$ cat src/rtl/hw_config_probe.sv
// hw_config_probe: fetches the RAM-size, device-mask and CPU-info config
// words over a strobe/busy read port and holds them as result registers.
`timescale 1ns/1ps
module hw_config_probe #(
    parameter logic [31:0] MEMORY_ADDR  = 32'h0040_0804,
    parameter logic [31:0] DEVICES_ADDR = 32'h0040_1004,
    parameter logic [31:0] CPUINFO_ADDR = 32'h0040_2004,
    parameter int unsigned TIMEOUT      = 16,
    parameter bit          AUTO_START   = 1'b1
) (
    input  logic        clk,
    input  logic        resetn,
    input  logic        start,
    output logic [31:0] mem_addr,
    output logic        mem_rstrb,
    input  logic [31:0] mem_rdata,
    input  logic        mem_rbusy,
    output logic [31:0] ram_size,
    output logic [31:0] devices,
    output logic [15:0] freq_mhz,
    output logic [15:0] counter_width,
    output logic        busy,
    output logic        valid,
    output logic        error
);

    typedef enum logic [1:0] {
        S_IDLE,
        S_REQ,
        S_WAIT,
        S_DONE
    } state_t;

    localparam logic [7:0] TMO_LAST = 8'(TIMEOUT - 1);
    localparam logic [1:0] IDX_LAST = 2'd2;

    state_t      r_state;
    state_t      w_next;
    logic        r_armed;
    logic [1:0]  r_idx;
    logic [7:0]  r_tmo;
    logic        r_valid;
    logic        r_error;
    logic [31:0] r_ram;
    logic [31:0] r_dev;
    logic [31:0] r_cpu;

    logic        w_launch;
    logic        w_got;
    logic        w_last;
    logic        w_tmo;
    logic [31:0] w_sel_addr;

    // The auto launch is a one-shot armed by reset and consumed on the
    // first clock; a start in that cycle merges into the same launch.
    assign w_launch = (r_state == S_IDLE) && (start || r_armed);
    assign w_got    = (r_state == S_WAIT) && !mem_rbusy;
    assign w_last   = (r_idx == IDX_LAST);
    assign w_tmo    = (r_state == S_WAIT) && mem_rbusy
                      && (r_tmo == TMO_LAST);

    always_comb begin
        w_sel_addr = 32'h0;
        unique case (r_idx)
            2'd0:    w_sel_addr = MEMORY_ADDR;
            2'd1:    w_sel_addr = DEVICES_ADDR;
            2'd2:    w_sel_addr = CPUINFO_ADDR;
            default: w_sel_addr = 32'h0;
        endcase
    end

    always_ff @(posedge clk or negedge resetn) begin
        if (!resetn) begin
            r_state <= S_IDLE;
        end else begin
            r_state <= w_next;
        end
    end

    always_comb begin
        w_next = r_state;
        unique case (r_state)
            S_IDLE: begin
                if (w_launch) begin
                    w_next = S_REQ;
                end
            end
            S_REQ: begin
                w_next = S_WAIT;
            end
            S_WAIT: begin
                if (w_got) begin
                    w_next = w_last ? S_DONE : S_REQ;
                end else if (w_tmo) begin
                    w_next = S_IDLE;
                end
            end
            S_DONE: begin
                w_next = S_IDLE;
            end
            default: begin
                w_next = S_IDLE;
            end
        endcase
    end

    always_comb begin
        mem_rstrb = 1'b0;
        mem_addr  = 32'h0;
        busy      = 1'b0;
        unique case (r_state)
            S_IDLE: begin
                busy = 1'b0;
            end
            S_REQ: begin
                mem_rstrb = 1'b1;
                mem_addr  = w_sel_addr;
                busy      = 1'b1;
            end
            S_WAIT: begin
                busy = 1'b1;
            end
            S_DONE: begin
                busy = 1'b1;
            end
            default: begin
                busy = 1'b0;
            end
        endcase
    end

    always_ff @(posedge clk or negedge resetn) begin
        if (!resetn) begin
            r_armed <= AUTO_START;
        end else begin
            r_armed <= 1'b0;
        end
    end

    always_ff @(posedge clk or negedge resetn) begin
        if (!resetn) begin
            r_idx <= 2'd0;
        end else if (w_launch) begin
            r_idx <= 2'd0;
        end else if (w_got && !w_last) begin
            r_idx <= r_idx + 2'd1;
        end
    end

    always_ff @(posedge clk or negedge resetn) begin
        if (!resetn) begin
            r_tmo <= 8'd0;
        end else if (r_state == S_REQ) begin
            r_tmo <= 8'd0;
        end else if ((r_state == S_WAIT) && mem_rbusy
                     && (r_tmo != 8'hFF)) begin
            r_tmo <= r_tmo + 8'd1;
        end
    end

    // valid rises as the last word lands, so it is already set in DONE.
    always_ff @(posedge clk or negedge resetn) begin
        if (!resetn) begin
            r_valid <= 1'b0;
            r_error <= 1'b0;
        end else if (w_launch) begin
            r_valid <= 1'b0;
            r_error <= 1'b0;
        end else begin
            if (w_got && w_last) begin
                r_valid <= 1'b1;
            end
            if (w_tmo) begin
                r_error <= 1'b1;
            end
        end
    end

    always_ff @(posedge clk or negedge resetn) begin
        if (!resetn) begin
            r_ram <= 32'h0;
            r_dev <= 32'h0;
            r_cpu <= 32'h0;
        end else if (w_got) begin
            unique case (r_idx)
                2'd0:    r_ram <= mem_rdata;
                2'd1:    r_dev <= mem_rdata;
                2'd2:    r_cpu <= mem_rdata;
                default: r_cpu <= r_cpu;
            endcase
        end
    end

    assign ram_size      = r_ram;
    assign devices       = r_dev;
    assign freq_mhz      = r_cpu[31:16];
    assign counter_width = r_cpu[15:0];
    assign valid         = r_valid;
    assign error         = r_error;

endmodule

$ cat config.mk
export PLATFORM = sky130hd
export DESIGN_NAME = hw_config_probe
export DESIGN_NICKNAME = d
export VERILOG_FILES = /design/src/rtl/hw_config_probe.sv
export SDC_FILE = /design/constraint.sdc
export NUM_CORES = 1
export LEC_CHECK = 0
export CORE_ASPECT_RATIO = 1.1
export CORE_MARGIN = 5
export CORE_UTILIZATION = 33
export DETAILED_ROUTE_END_ITERATION = 8
export GPL_TIMING_DRIVEN = 0
export PLACE_DENSITY = 0.68
export SYNTH_ARGS = -nofsm -noshare
export SYNTH_HDL_FRONTEND = slang
export SYNTH_SLANG_ARGS = --single-unit
export TNS_END_PERCENT = 10
$ cat constraint.sdc
create_clock -name clk -period 2.35 [get_ports clk]
set_input_delay 0.3525 -clock clk [delete_from_list [all_inputs] [get_ports clk]]
set_output_delay 0.3525 -clock clk [all_outputs]
set_load 0.01 [all_outputs]
## Word level (Yosys, flattened, before mapping)

Cells that the tools add are included.

| word-level totals | value |
|---|---|
| bits in registers | 111 |
| bits of input ports | 36 |
| output and inout port bits | 132 |
| logic and storage cells | 58 |

| operators by class | value |
|---|---|
| $add $sub $neg | 2 |
| equality and inequality tests | 9 |
| mux-type cells | 17 |
| reductions and logical operators | 21 |

Operators by type and width:

| kind | number |
|---|---|
| 23-bit case mux with 3 select lines | 1 |
| 23-bit two-way mux | 1 |
| 8-bit two-way mux | 2 |
| 2-bit two-way mux | 6 |
| 8-bit by 1-bit adder with 8-bit output, second input constant | 1 |
| 8-bit by 4-bit == test with 1-bit output, second input constant | 1 |
| 8-bit != test, second input constant | 1 |
| 2-bit case mux with 4 select lines | 1 |
| 2-bit AND reduction | 4 |
| 2-bit nonzero test | 4 |
| 1-bit logical AND | 7 |
| 2-bit == test, second input constant | 3 |
| 1-bit two-way mux | 5 |
| 2-bit by 1-bit == test with 1-bit output, second input constant | 2 |
| 2-bit zero test | 2 |
| 3-bit != test, second input constant | 1 |
| 3-bit OR reduction | 1 |
| 2-bit by 1-bit adder with 2-bit output, second input constant | 1 |
| 1-bit zero test | 2 |
| 2-bit != test, second input constant | 1 |
| 1-bit case mux with 2 select lines | 1 |
| 1-bit logical OR | 1 |

## Longest topological paths before layout

| depth | value |
|---|---|
| word-level depth | 6 |
| gate-level depth with buffers | 7 |
| depth with buffers taken out | 5 |

## Worst setup path after synthesis

Ideal clock, no wire load.

| path | value |
|---|---|
| path kind | register to register |
| start | register r_idx[0] |
| end | register r_cpu[10] |
| setup time | 125 ps |
| arrival | 1511 ps |
| required time | 2225 ps |
| path slack | 714 ps |
| cell stages (with the launch flop) | 7 |
| buffers on the path | 2 |
| clock period less this slack | 1636 ps |
| cell sequence | dfrtp_1 > inv_1 > ha_1 > and4bb_2 > buf_2 > buf_6 > mux2_2 |

| between the ends | value |
|---|---|
| longest elaborated chain between the ends | 2 |

RTL lines:

| element | line | text |
|---|---|---|
| start: declaration | 40 | `logic [1:0] r_idx;` |
| start signal: assignment | 146 | `r_idx <= r_idx + 2'd1;` |
| 2-bit == test | 185 | `unique case (r_idx)` |
| 2-bit AND reduction (no line) | - |  |
| end signal: assignment | 188 | `2'd2: r_cpu <= mem_rdata;` |
| end signal: assignment | 189 | `default: r_cpu <= r_cpu;` |
| end: declaration | 46 | `logic [31:0] r_cpu;` |

No other way between the ends.
A chain may end at the register's enable or synchronous reset.

## Worst setup path in the final report

| path | value |
|---|---|
| start | register r_state[1] |
| end | output mem_addr[11] |

| between the ends | value |
|---|---|
| longest elaborated chain between the ends | 2 |

RTL lines:

| element | line | text |
|---|---|---|
| start: declaration | 37 | `state_t r_state;` |
| start signal: assignment | 76 | `r_state <= w_next;` |
| 2-bit by 1-bit == test with 1-bit output | 111 | `unique case (r_state)` |
| 23-bit two-way mux | 111 |  |
| end: declaration | 14 | `output logic [31:0] mem_addr,` |

No other way between the ends.

==> run metrics <==
vias in the first global route=3218; Synth Cell Area=0.00470 mm²; CP Capture Type=primary output; Longest Clk Path Bufs=2; Tot GR Track Use=0.134; Synth Area in Compound Gates=0.0205; FF-to-FF Start=r_idx[0]; Critical Path Max Stage Delay=560 ps; # DRC=0; library cells used by synthesis=41; endpoints failing hold=0; GPL Wtd Cong=0.733; final wirelength=11100 µm; DP HPWL=8230 µm; Slew Limit Headroom=0.484; Final setup viols=0; # diodes=0; setup bufs post-CTS=0; Die X=124 µm; Synth-to-Final Area Change=44.9%; XOR/XNOR Fraction of Synth Area=0.00186; Post-synth top flop=dfrtp_1; outcome=completed; detailed router's first-iteration violation count=173; via count=3058; number of enable flip-flop cells after synthesis=0; crit path buf inv count=2; # IOs=168; Max Fclk=0.458 GHz; Core Util, Final=0.489; CTS tree=yes; Slew @ Worst Pin=775 ps; main combinational cell family by area after synthesis=multiplexers; max-cap violation count=0; leakage=3.09 nW; clock latency at the later pin of the worst-skew pair=340 ps; layout cells sized above 1=0.305; mux cell area share after synthesis=0.236; vias per cell=4.43; 1st-pass router iterations=4; CP Class=reg -> out; die area=0.0167 mm²; Power Dens Cells=1160 mW/mm²; CP Data Arrival Time=1830 ps; Synth async-reset ratio=1.00; Routed Antenna Nets=0; Nets=541; largest net degree at the start of global routing=59; fin crit share=0.930; Critical Path Fanout Max=9; RSZ-0062 raised after global routing=no; Syn Area/Cell=14.7 µm²; Seq cells post-synth=111; Final Max Tran Viols=0; min-delay worst type=in -> async; cts hold-fix bufs=0; GRT Residual Overflow=0; Synth Area in Adders=0.0160; clock sinks=111; Slowest cell on crit path=clkdlybuf4s50_1; Die H=135 µm; Port Buffer Count=140; H-tree levels=3; wire length per cell=16.1 µm; Initial Utilization=0.338; critical path launch point type=flop; fillers=1255; first-pass GRT wire length=17100 µm; Final Skew=5.68 ps; Post-Route Setup TNS=0 ps; clock-pin slew of the registers on the worst-case setup and hold paths=70 ps; critical path cell sequence=nand2b_4, inv_4, and2_1, clkdlybuf4s50_1; family with the most delay on the worst path=buffers and inverters; Gate Count Post-Synth=320; Seq/Total Area, Yosys=0.591; start point of the critical path=r_state[1]; CTS root buf=clkbuf_16; worst vdd rail ir drop=0.523 mV; post-synthesis simple-gate area fraction=0.0573; initial antenna violation count=0; # rows=45; Req. time, crit path=2000 ps; minimum clock period=2180 ps; core area=0.0139 mm²; CTS Buf Count=9; Synth Warn #=0
[per-layer routing]
metal | routed length [µm] | part of all wire | vias to the layer above | GRT usage
li1 | - | - | 1418 | -
met1 | 4260 | 0.38 | 1510 | 0.151
met2 | 5550 | 0.50 | 112 | 0.223
met3 | 1020 | 0.092 | 18 | 0.0501
met4 | 284 | 0.026 | 0 | 0.0609
met5 | 0 | 0 | - | 0
[where the power goes]
| part | switching [mW] | leakage, nW | total, mW | internal (mW) |
|---|---|---|---|---|
| combinational | 1.18 | 1.49 | 3.15 | 1.97 |
| sequential | 0.401 | 1.43 | 3.02 | 2.62 |
| clock | 0.652 | 0.164 | 1.71 | 1.06 |
[state kept, by name, indices dropped and copies added (netlist names)]
register  count
valid         1
r_armed       1
r_cpu        32
error         1
devices      32
r_idx         2
ram_size     32
r_tmo         8
r_state       2
[cell families (layout without fill, tap and decap cells)]
logic type	after synthesis	count (layout)
simple gates	42	42
compound gates	14	14
buf+inv	46	201
flops	111	111
xor+xnor	1	1
mux	99	99
other cells	1	28
fa+ha+maj	6	6
[final cells by class]
cell class / instances / area (µm²) / share of cell area
Inverter: 5 / 21.3 / 0.00312
Tap cell: 188 / 235 / 0.0346
Multi-Input combinational cell: 190 / 1670 / 0.246
Clock buffer: 10 / 239 / 0.0351
Sequential cell: 111 / 2780 / 0.408
Timing Repair Buffer: 141 / 1430 / 0.210
Buffer: 41 / 337 / 0.0494
Clock inverter: 4 / 95.1 / 0.0140
[per-stage QoR]
stage	hold slack [ps]	cell area, µm²	std cells	setup slack [ps]	power [mW]
2_1_floorplan	56.9	4800	347	714	4.36
3_3_place_gp	467	6440	675	-3250	6.14
3_5_place_dp	479	6460	676	132	6.25
4_1_cts	106	6800	690	3.22	8.01
5_1_grt	127	6810	690	58.2	8.34
6_report	65.3	6810	690	166	7.88
[final timing paths]
| kind | end | slack [ps] | cells past startpoint |
|---|---|---|---|
| setup / recovery | mem_addr[11] | 170 | 4 |
| hold / removal | r_tmo[2] | 70 | 1 |
| setup reg to reg | r_cpu[18] | 480 | 6 |
| hold reg to reg | devices[0] | 490 | 1 |
| max in group asynchronous | r_cpu[12] | 1560 | 2 |
| min in group clk | devices[0] | 490 | 1 |
[cells in the mapped netlist, types with 3 or more instances]
cell / number / area, µm²
and2_1: 5 / 31.3
buf_4: 30 / 225
buf_6: 9 / 101
dfrtp_1: 110 / 2750
ha_1: 6 / 75.1
inv_1: 4 / 15.0
mux2_1: 9 / 101
mux2_2: 87 / 980
mux2i_1: 3 / 30.0
nand2_1: 5 / 18.8
nor2_1: 8 / 30.0
nor3_1: 3 / 15.0
nor4_1: 4 / 25.0
[cell usage in the layout (no fill, tap or decap), types with 2 or more instances in the layout]
| cell | n |
|---|---|
| and4_1 | 2 |
| nor4_1 | 4 |
| buf_6 | 9 |
| nand2_1 | 5 |
| clkdlybuf4s50_1 | 139 |
| clkbuf_16 | 9 |
| bufinv_16 | 3 |
| nand3_1 | 2 |
| and3_1 | 2 |
| mux2i_1 | 3 |
| ha_1 | 6 |
| a211oi_1 | 2 |
| mux2_1 | 9 |
| conb_1 | 28 |
| o21ai_0 | 2 |
| o211ai_1 | 2 |
| mux2_2 | 87 |
| a21oi_1 | 2 |
| o21a_1 | 2 |
| buf_4 | 31 |
| nor3_1 | 3 |
| nor2_1 | 8 |
| and2_1 | 5 |
| buf_2 | 2 |
| dfrtp_1 | 109 |
| inv_1 | 4 |
[timing repair]
item	in CTS	in global routing
gates resized for setup	2	3
setup endpoints to repair	4	4
pin swaps	0	0
No activity file was read; power rests on OpenSTA's default activity.
